[config.mk]
export PLATFORM = sky130hd
export DESIGN_NAME = sd_step_ctl
export DESIGN_NICKNAME = d
export VERILOG_FILES = /design/src/rtl/sd_step_ctl.sv
export SDC_FILE = /design/constraint.sdc
export NUM_CORES = 1
export LEC_CHECK = 0
export CAP_MARGIN = 20
export CORE_ASPECT_RATIO = 0.9
export CORE_MARGIN = 5
export CORE_UTILIZATION = 58
export DETAILED_ROUTE_END_ITERATION = 8
export DONT_BUFFER_PORTS = 1
export PLACE_DENSITY = 0.75
export SLEW_MARGIN = 20
export SYNTH_ARGS = -nofsm -noshare
export SYNTH_HDL_FRONTEND = slang
export SYNTH_SLANG_ARGS = --single-unit
[constraint.sdc]
create_clock -name clk -period 3.7 [get_ports clk]
set_clock_uncertainty 0.1 [all_clocks]
set_input_delay 0.74 -clock clk [delete_from_list [all_inputs] [get_ports clk]]
set_output_delay 0.74 -clock clk [all_outputs]
set_load 0.01 [all_outputs]
[src/rtl/sd_step_ctl.sv]
// sd_step_ctl: run/halt/single-step controller for a stepped stream channel.
// Drives the shim's enable and step request, tracks how many transfers are
// still owed for the current step, and can halt the channel on a data match.
module sd_step_ctl #(
    parameter int width = 32,
    parameter int cntw  = 16,
    parameter int gap   = 6
) (
    input  logic              clk,
    input  logic              rst_n,
    input  logic              cmd_srdy,
    output logic              cmd_drdy,
    input  logic [1:0]        cmd_op,
    input  logic [cntw-1:0]   cmd_count,
    input  logic [width-1:0]  cmd_data,
    input  logic [width-1:0]  cmd_mask,
    input  logic              mon_srdy,
    input  logic              mon_drdy,
    input  logic [width-1:0]  mon_data,
    output logic              cfg_en,
    output logic              cfg_step,
    output logic [1:0]        stat_state,
    output logic [cntw-1:0]   stat_remaining,
    output logic [cntw-1:0]   stat_xfer_cnt,
    output logic              break_hit,
    output logic              cmd_err
);

    localparam logic [1:0] S_RUN  = 2'b00;
    localparam logic [1:0] S_HALT = 2'b01;
    localparam logic [1:0] S_HI   = 2'b10;
    localparam logic [1:0] S_WAIT = 2'b11;

    localparam logic [1:0] OP_RUN  = 2'b00;
    localparam logic [1:0] OP_HALT = 2'b01;
    localparam logic [1:0] OP_STEP = 2'b10;
    localparam logic [1:0] OP_ARM  = 2'b11;

    // Wait counter is 8 bits: the timeout never exceeds 255 cycles.
    localparam logic [7:0] GAP_CNT = 8'(gap);

    logic [1:0]        r_state;
    logic              r_hi;
    logic [7:0]        r_wait;
    logic [cntw-1:0]   r_rem;
    logic [cntw-1:0]   r_xfer;
    logic              r_armed;
    logic [width-1:0]  r_match;
    logic [width-1:0]  r_mask;
    logic              r_en;
    logic              r_step;
    logic              r_brk;
    logic              r_err;
    logic              r_drdy;

    logic              w_cmd;
    logic              w_xfer;
    logic              w_match;
    logic [cntw-1:0]   w_rem_dec;
    logic [1:0]        w_state_nx;
    logic              w_hi_nx;
    logic [7:0]        w_wait_nx;
    logic [cntw-1:0]   w_rem_nx;
    logic              w_armed_nx;
    logic              w_arm_ld;
    logic              w_brk_nx;
    logic              w_err_nx;

    assign w_cmd   = cmd_srdy && r_drdy;
    assign w_xfer  = mon_srdy && mon_drdy;
    assign w_match = r_armed && (r_state == S_RUN) && w_xfer &&
                     (((mon_data ^ r_match) & r_mask) == '0);
    // Remaining only counts down while stepping and never underflows.
    assign w_rem_dec = (w_xfer && (r_rem != '0)) ? (r_rem - cntw'(1)) : r_rem;

    // Next-state and counter updates; a break match pre-empts any command.
    always_comb begin
        w_state_nx = r_state;
        w_hi_nx    = r_hi;
        w_wait_nx  = r_wait;
        w_rem_nx   = r_rem;
        w_armed_nx = r_armed;
        w_arm_ld   = 1'b0;
        w_brk_nx   = 1'b0;
        w_err_nx   = 1'b0;
        case (r_state)
            S_RUN: begin
                if (w_match) begin
                    w_state_nx = S_HALT;
                    w_brk_nx   = 1'b1;
                    w_armed_nx = 1'b0;
                end else if (w_cmd) begin
                    case (cmd_op)
                        OP_HALT: w_state_nx = S_HALT;
                        OP_STEP: begin
                            if (cmd_count != '0) begin
                                w_state_nx = S_HI;
                                w_rem_nx   = cmd_count;
                                w_hi_nx    = 1'b0;
                            end else begin
                                w_state_nx = S_HALT;
                            end
                        end
                        OP_ARM: begin
                            w_arm_ld   = 1'b1;
                            w_armed_nx = 1'b1;
                        end
                        default: ;
                    endcase
                end
            end
            S_HALT: begin
                if (w_cmd) begin
                    case (cmd_op)
                        OP_RUN: w_state_nx = S_RUN;
                        OP_STEP: begin
                            if (cmd_count != '0) begin
                                w_state_nx = S_HI;
                                w_rem_nx   = cmd_count;
                                w_hi_nx    = 1'b0;
                            end
                        end
                        OP_ARM: begin
                            w_arm_ld   = 1'b1;
                            w_armed_nx = 1'b1;
                        end
                        default: ;
                    endcase
                end
            end
            S_HI: begin
                // Step request is held high for two cycles so the shim sees a clean edge.
                w_rem_nx = w_rem_dec;
                if (r_hi) begin
                    w_state_nx = S_WAIT;
                    w_wait_nx  = GAP_CNT;
                end else begin
                    w_hi_nx = 1'b1;
                end
                if (w_cmd) begin
                    if (cmd_op == OP_HALT) begin
                        w_state_nx = S_HALT;
                        w_rem_nx   = '0;
                    end else begin
                        w_err_nx = 1'b1;
                    end
                end
            end
            default: begin
                // S_WAIT: finish when the owed transfers are seen, else re-pulse on timeout.
                w_rem_nx  = w_rem_dec;
                w_wait_nx = (r_wait != 8'd0) ? (r_wait - 8'd1) : 8'd0;
                if (w_rem_dec == '0) begin
                    w_state_nx = S_HALT;
                end else if (r_wait <= 8'd1) begin
                    w_state_nx = S_HI;
                    w_hi_nx    = 1'b0;
                end
                if (w_cmd) begin
                    if (cmd_op == OP_HALT) begin
                        w_state_nx = S_HALT;
                        w_rem_nx   = '0;
                    end else begin
                        w_err_nx = 1'b1;
                    end
                end
            end
        endcase
    end

    // Control state, counters and registered shim outputs.
    always_ff @(posedge clk or negedge rst_n) begin
        if (!rst_n) begin
            r_state <= S_RUN;
            r_hi    <= 1'b0;
            r_wait  <= 8'd0;
            r_rem   <= '0;
            r_xfer  <= '0;
            r_armed <= 1'b0;
            r_en    <= 1'b0;
            r_step  <= 1'b0;
            r_brk   <= 1'b0;
            r_err   <= 1'b0;
            r_drdy  <= 1'b0;
        end else begin
            r_state <= w_state_nx;
            r_hi    <= w_hi_nx;
            r_wait  <= w_wait_nx;
            r_rem   <= w_rem_nx;
            r_armed <= w_armed_nx;
            r_en    <= (w_state_nx != S_RUN);
            r_step  <= (w_state_nx == S_HI);
            r_brk   <= w_brk_nx;
            r_err   <= w_err_nx;
            r_drdy  <= 1'b1;
            if (w_xfer) begin
                r_xfer <= r_xfer + cntw'(1);
            end
        end
    end

    // Break match value and mask; only meaningful while armed.
    always_ff @(posedge clk) begin
        if (w_arm_ld) begin
            r_match <= cmd_data;
            r_mask  <= cmd_mask;
        end
    end

    assign cmd_drdy       = r_drdy;
    assign cfg_en         = r_en;
    assign cfg_step       = r_step;
    assign stat_state     = r_state;
    assign stat_remaining = r_rem;
    assign stat_xfer_cnt  = r_xfer;
    assign break_hit      = r_brk;
    assign cmd_err        = r_err;

endmodule

==> qor.csv, run 1 <==
stage,metric,value,unit
detailed_routing,drt_pass1_iterations,4,
detailed_routing,top_layer,met4,
clocking,clock_path_buffers,2,
grt,grt_max_degree,65,
place,place_hpwl,8492,um
flow_run,drv_cap,0,
timing,finalHoldViolations,0,
synthesis,synth_area,0.005378,sq mm
synthesis,yosysTopAreaCell,edfxtp_1,
timing,period_minus_slack,2.988,ns
grt,grt_pass1_vias,3632,
final_layout,fin_nets,588,
power_and_ir_drop,finalPower,5011,uW
floorplanning,die_w,111.5,um
detailed_routing,routed_wl,11560,um
timing,relSlewSlack,48.44,%
detailed_routing,ant_nets,0,
floorplanning,initial_core_util,59.20,%
synthesis,synth_ff_type,edfxtp_1,
setup_path,cp.arrival,3.27,ns
detailed_routing,vias_per_cell,6.071,
setup_path,crit_type,flop to flop,
synthesis,ys_ff_latch,113,
detailed_routing,wl_met2,5887,um
setup_path,crit_fanout,6,
grt,grt_pass1_wl,18340,um
power_and_ir_drop,power_density,806.1,mW/mm^2
synthesis,synth_cell_type_count,57,
synthesis,async_reset_ff_share,43.36,%
clocking,cts_made_buffers,17,
place,routabilityCongestion,0.9096,
floorplanning,rows,33,
power_and_ir_drop,vdd_drop_max,0.5052,mV
grt,gr-total-overflow,0,
synthesis,ys_seq_area_share,58.54,%
clocking,cts.htree.levels,4,
detailed_routing,wl_met1,4783,um
floorplanning,core,0.009084,sq mm
setup_path,endpoint_kind,flop,
floorplanning,dieArea,0.01130,sq mm
detailed_routing,via_count,3594,
place,port-buffer-count,0,
detailed_routing,wire_per_inst,19.53,um
grt,antenna_found_initial,0,
synthesis,yosys_warnings,0,
clocking,cts_tree,yes,
synthesis,synth_area_leaders,"edfxtp_1 36%, dfrtp_1 23%, xor2_1 6.2%, ha_1 2.8%, nand2_1 2.8%",
synthesis,postSynthCellCount,440,
status,status,completed,
synthesis,synth_common_cells,"64 x edfxtp_1, 49 x dfrtp_1, 40 x nand2_1",
detailed_routing,wl_met3,734,um
timing,max_freq,334.6,MHz
clocking,cts.clk_slew.worst_paths,0.06,ns
clocking,cts_num_sinks,113,
setup_path,required,3.98,ns
clocking,cts-root-buf,clkbuf_8,
final_layout,syn2layout_area_growth,15.59,%
synthesis,synth_most_common_cell,edfxtp_1,
detailed_routing,drt_iter0_drc,271,
setup_path,start_kind,flop,
final_layout,drive_above_1_share,11.70,%
timing,tightest_slew,0.7734,ns
synthesis,synth_top_area_share,35.74,%
final_layout,fill_cells,654,
power_and_ir_drop,leakagePower,0.002437,uW
synthesis,avgSynthCellArea,12.22,sq um
synthesis,synth_edf_count,64,
timing,fin_crit_sh,80.77,%
floorplanning,io_pins,158,
clocking,cts_resized,0,
hold_path,hp-class,primary input to flop,
timing,rsz0062_at_grt,no,
clocking,clock_latency,0.50,ns
final_layout,antenna_cells,0,
timing,setup-tns-final,0,ns
timing,slew_violations,0,
floorplanning,die_h,101.4,um
grt,grt_use_total,20.79,%
synthesis,syn_nets,571,
timing,setup_viol,0,
clocking,cts_setup_buffers,0,
detailed_routing,remaining_drc_errors,0,
## flip-flops by register name (all words and copies together), names as in the netlist
name / count
cmd_err: 1
stat_remaining: 16
cfg_en: 1
break_hit: 1
r_wait: 8
r_armed: 1
r_hi: 1
cfg_step: 1
r_mask: 32
r_match: 32
cmd_drdy: 1
stat_state: 2
stat_xfer_cnt: 16
## logic make-up (layout without fill, tap and decap cells)
group / Yosys count / after routing / synth area share, %
compound gates: 101 / 101 / 14.08
xor+xnor: 51 / 51 / 8.306
fa+ha+maj: 12 / 12 / 2.792
buf+inv: 28 / 58 / 2.094
flops: 113 / 113 / 58.54
mux: 4 / 4 / 0.9307
other cells: 1 / 1 / 0.06973
simple gates: 130 / 130 / 13.19
## what timing repair did
item,in CTS,in global routing
hold endpoints to repair,49,0
hold buffers,2,0
setup endpoints to repair,0,0
## layer usage
layer | vias to the layer above | GRT usage [%]
met5 | - | 0
met4 | 0 | 7.577
met3 | 17 | 6.930
met2 | 129 | 35.05
met1 | 1753 | 25.38
li1 | 1695 | -
## through the flow
step	area, sq um	cells	util, %	setup WS (ns)	hold slack [ns]
final	6216	592	68.43	0.7115	0.2313
after global routing	6216	592	68.43	0.5399	0.1940
after detailed placement	5534	558	60.92	0.5679	0.3453
after global placement	5534	558	60.92	0.5398	0.3455
after CTS	6216	592	68.43	0.7442	0.2099
after floorplan	5378	440	-	0.2021	0.3444
## power breakdown
group / leakage, uW / total, uW / switching (uW) / internal, uW
clock network: 0.000307 / 1750 / 580 / 1170
registers: 0.00121 / 1940 / 391 / 1550
logic: 0.000920 / 1320 / 751 / 564
## area by class of cell
class	instances	area, sq um	share of cell area (%)
Clock buffer	18	417.9	6.723
Clock inverter	14	226.5	3.643
Tap cell	122	152.6	2.456
Inverter	18	67.56	1.087
Sequential cell	113	3148	50.64
Multi-Input combinational cell	299	2121	34.12
Timing Repair Buffer	8	82.58	1.329
## worst max-delay path, cell delays in order (launching register included)
cell and delay [ns]:
dfrtp_1 0.50, inv_1 0.13, ha_1 0.20, or3b_4 0.42
nor4_4 0.25, a31oi_1 0.18, nor4_4 0.38, a31oi_1 0.15
o31ai_2 0.23, mux2_4 0.32
## cell usage in the layout (no fill, tap or decap), drive strengths merged, types with 4 or more instances in the layout
master and n:
a31oi 4, clkbuf 18, inv 22, nor2 25, and3 4, xnor2 13
nand3 10, ha 12, xor2 38, nand2 40, nand4 9, bufinv 5
a22o 16, nor3 12, nor4 15, buf 7, o21ai 16, o31ai 5
a22oi 19, edfxtp 64, dfrtp 49, a21oi 14
## path summary, 6_finish.rpt
path	start	endpoint	slack, ns	depth (start not counted)
setup / recovery	stat_remaining[0]$_DFFE_PN0P_	r_hi$_DFFE_PN0P_	0.71	9
hold / removal	cmd_data[5]	r_match[5]$_DFFE_PP_	0.23	0
setup reg to reg	stat_remaining[0]$_DFFE_PN0P_	r_hi$_DFFE_PN0P_	0.71	9
hold reg to reg	r_wait[7]$_DFFE_PN0P_	r_wait[7]$_DFFE_PN0P_	0.41	1
max in group asynchronous	rst_n	cfg_step$_DFF_PN0_	2.60	2
min in group asynchronous	rst_n	stat_xfer_cnt[7]$_DFFE_PN0P_	0.67	2
No activity file was read; power rests on OpenSTA's default activity.
==> inputs of run 2 (changes only) <==
CORE_UTILIZATION = 57   (was 58)
PLACE_DENSITY = 0.76   (was 0.75)
clock period = 2.53 ns   (was 3.7 ns; I/O delays follow)
==> run 2 against run 1 <==
  * The flow now finishes with violations (setup timing)
  * Maximum frequency increased by 9.0%
  * Via count is 20% higher
  * Non-clock buffer count increased by 114
  * Critical endpoint unchanged
  * Critical path type unchanged
  * Global-route usage rose by 5.2 points
  * Combinational power up 130%
  * Flip-flop and latch count stayed put
  * Utilization increased by 12 points
==> qor.csv, run 2 (same netlist as run 1, synthesis figures left out) <==
stage,metric,value,unit,change
status,status,"complete, but fails checks",,
status,violations,setup timing,,
detailed_routing,vias_per_cell,6.085,,+0.23%
power_and_ir_drop,switching_share,35.88,%,+1.5 points
flow_run,drv_cap,0,,unchanged
power_and_ir_drop,seqPwrFrac,33.5,%,-5.3 points
power_and_ir_drop,vdd_drop_max,0.7380,mV,+46%
grt,gr-total-overflow,0,,unchanged
timing,relSlewSlack,65.40,%,+17 points
setup_path,r2r_slack,-0.21,ns,-0.92 ns
timing,fin_crit_sh,108.4,%,+28 points
final_layout,layout_commonest_cell,dlygate4sd3_1,,
grt,grt_use_total,26.02,%,+5.2 points
setup_path,endpoint_kind,flop,,
power_and_ir_drop,p_switching,2799,uW,+62%
final_layout,syn2layout_area_growth,36.62,%,
hold_path,hold_end,stat_remaining[6]$_DFFE_PN0P_,,
hold_path,hp-class,primary input to flop,,
power_and_ir_drop,leakagePower,0.002958,uW,+21%
setup_path,crit_fanout,4,,-2
place,pre_cts_slack,-0.1492,ns,-0.7171 ns
setup_path,required,2.81,ns,-1.17 ns
floorplanning,io_pins,158,,unchanged
grt,antenna_found_initial,0,,unchanged
timing,finalHoldViolations,0,,unchanged
place,port-buffer-count,0,,unchanged
power_and_ir_drop,pwr-share-clk,28.4,%,-6.6 points
detailed_routing,drt_pass1_iterations,5,,+1
clocking,cts.clk_slew.worst_paths,0.06,ns,about the same
timing,tightest_slew,0.5190,ns,-0.2544 ns
floorplanning,die_h,102.1,um,+0.78%
setup_path,r2r_cells,9,,unchanged
grt,grt_max_degree,50,,-23%
detailed_routing,drt_iter0_drc,355,,+31%
floorplanning,die_w,112.4,um,+0.79%
clocking,cts_made_buffers,17,,unchanged
final_layout,final_cell_mix,"65 x dlygate4sd3_1, 64 x edfxtp_1, 48 x buf_4, 47 x dfrtp_1, 40 x nand2_1",,
timing,setup_viol,20,,+20
detailed_routing,wire_per_inst,22.10,um,+13%
setup_path,crit_type,flop to flop,,
setup_path,rr_startpoint,stat_remaining[0]$_DFFE_PN0P_,,
power_and_ir_drop,p_int,5002,uW,+52%
final_layout,drive_above_1_share,20.38,%,+8.7 points
final_layout,final_area,0.007347,sq mm,+18%
floorplanning,initial_core_util,58.67,%,-0.53 points
clocking,clock_path_buffers,2,,unchanged
power_and_ir_drop,power_density,1062,mW/mm^2,+32%
floorplanning,core,0.009166,sq mm,+0.91%
clocking,cts.htree.levels,4,,unchanged
final_layout,fill_cells,545,,-17%
timing,setup-tns-final,-0.5482,ns,-0.5482 ns
setup_path,start_kind,flop,,
place,place_area,0.005943,sq mm,+7.4%
timing,setup_slack,-0.2121,ns,-0.9237 ns
grt,grt_pass1_wl,22940,um,+25%
power_and_ir_drop,pwr-share-comb,38.1,%,+12 points
detailed_routing,remaining_drc_errors,0,,unchanged
grt,grt_pass1_vias,4410,,+21%
timing,period_minus_slack,2.742,ns,-0.2463 ns
final_layout,top_regs,"r_mask x32, r_match x32",,
clocking,clock_latency,0.51,ns,about the same
timing,rsz0062_at_grt,yes,,
final_layout,fin_nets,703,,+20%
final_layout,antenna_cells,0,,unchanged
clocking,cts_num_sinks,113,,unchanged
place,dp_cells,602,,+7.9%
final_layout,final_cells,706,,+19%
place,place_hpwl,9478,um,+12%
hold_path,hold_depth,2,,+2
timing,slew_violations,0,,unchanged
setup_path,cp.arrival,3.02,ns,-0.25 ns
setup_path,r2r_end,r_hi$_DFFE_PN0P_,,
detailed_routing,ant_nets,0,,unchanged
detailed_routing,routed_wl,15600,um,+35%
clocking,cts_tree,yes,,
hold_path,min-delay-start,cmd_count[6],,
clocking,cts-root-buf,clkbuf_8,,
timing,hold_ws,0.1397,ns,-0.09161 ns
floorplanning,rows,33,,unchanged
place,routabilityCongestion,0.9053,,-0.47%
detailed_routing,via_count,4296,,+20%
floorplanning,dieArea,0.01148,sq mm,+1.6%
timing,max_freq,364.7,MHz,+9.0%
[run 2: changes by cell type in the layout (fill, tap and decap cells not counted), moves of 3 or more]
cell           delta
a22oi_2           +3
buf_4            +42
buf_12            +4
dlygate4sd3_1    +64
bufinv_16         -3
nor2_1            -3
inv_6             -4
inv_1             -3
nor2_2            +3
clkinv_1          +3
a22oi_1           -3
inv_2             +3
[run 2: what timing repair did]
action / CTS / global route
hold buffers: 66 / 0
gates resized for setup: 1 / 19
pin swaps: 1 / 10
gates cloned: 0 / 3
endpoints found under the hold margin: 113 / 0
buffers inserted: 0 / 5
setup endpoints to repair: 45 / 75
[run 2: routing by layer]
metal	track usage [%]	vias up	wire length [um]
met5	0	-	0
met3	7.105	40	1218
met1	29.64	2089	5701
met4	9.704	0	502
met2	47.37	243	8180
li1	-	1924	-
[run 2: worst max path at each step]
stage / startpoint / endpoint / slack (ns) / cells after the start
after floorplan: stat_remaining[0]$_DFFE_PN0P_ / r_hi$_DFFE_PN0P_ / -0.11 / 9
after global placement: stat_remaining[1]$_DFFE_PN0P_ / r_hi$_DFFE_PN0P_ / -0.04 / 9
after detailed placement: stat_remaining[1]$_DFFE_PN0P_ / r_hi$_DFFE_PN0P_ / -0.15 / 9
after CTS: stat_remaining[1]$_DFFE_PN0P_ / r_hi$_DFFE_PN0P_ / -0.14 / 9
after global routing: stat_remaining[0]$_DFFE_PN0P_ / r_hi$_DFFE_PN0P_ / -0.28 / 9
final: stat_remaining[0]$_DFFE_PN0P_ / r_hi$_DFFE_PN0P_ / -0.21 / 9
[run 2: final cells by class]
class / instances / area (sq um) / share of cell area [%]
Tap cell: 122 / 152.6 / 2.078
Sequential cell: 113 / 3151 / 42.88
Clock inverter: 11 / 116.4 / 1.584
Clock buffer: 20 / 425.4 / 5.790
Multi-Input combinational cell: 300 / 2240 / 30.48
Timing Repair Buffer: 122 / 1195 / 16.26
Inverter: 18 / 67.56 / 0.9196
[run 2: power by group through the flow]
stage / combinational, uW / sequential [uW] / clock [uW]
final: 2970 / 2610 / 2210
after global routing: 3190 / 2650 / 2330
after CTS: 2770 / 2600 / 2230
after detailed placement: 2650 / 2630 / 0
after global placement: 2580 / 2620 / 0
after floorplan: 1540 / 2730 / 0
[run 2: worst max-delay path, stage by stage, from the launching register on]
cell and delay, ns:
dfrtp_2 0.40, inv_2 0.08, ha_4 0.15, or3b_4 0.39, nor4_4 0.26, o2111ai_2 0.20, nor4_4 0.33, a31oi_1 0.14
o31ai_2 0.24, mux2_4 0.32
[run 2: metrics by stage]
step,utilization (%),power (uW)
floorplan,-,4272
global placement,64.84,5201
detailed placement,64.84,5288
CTS,78.24,7605
global route,80.15,8178
finish,80.15,7801
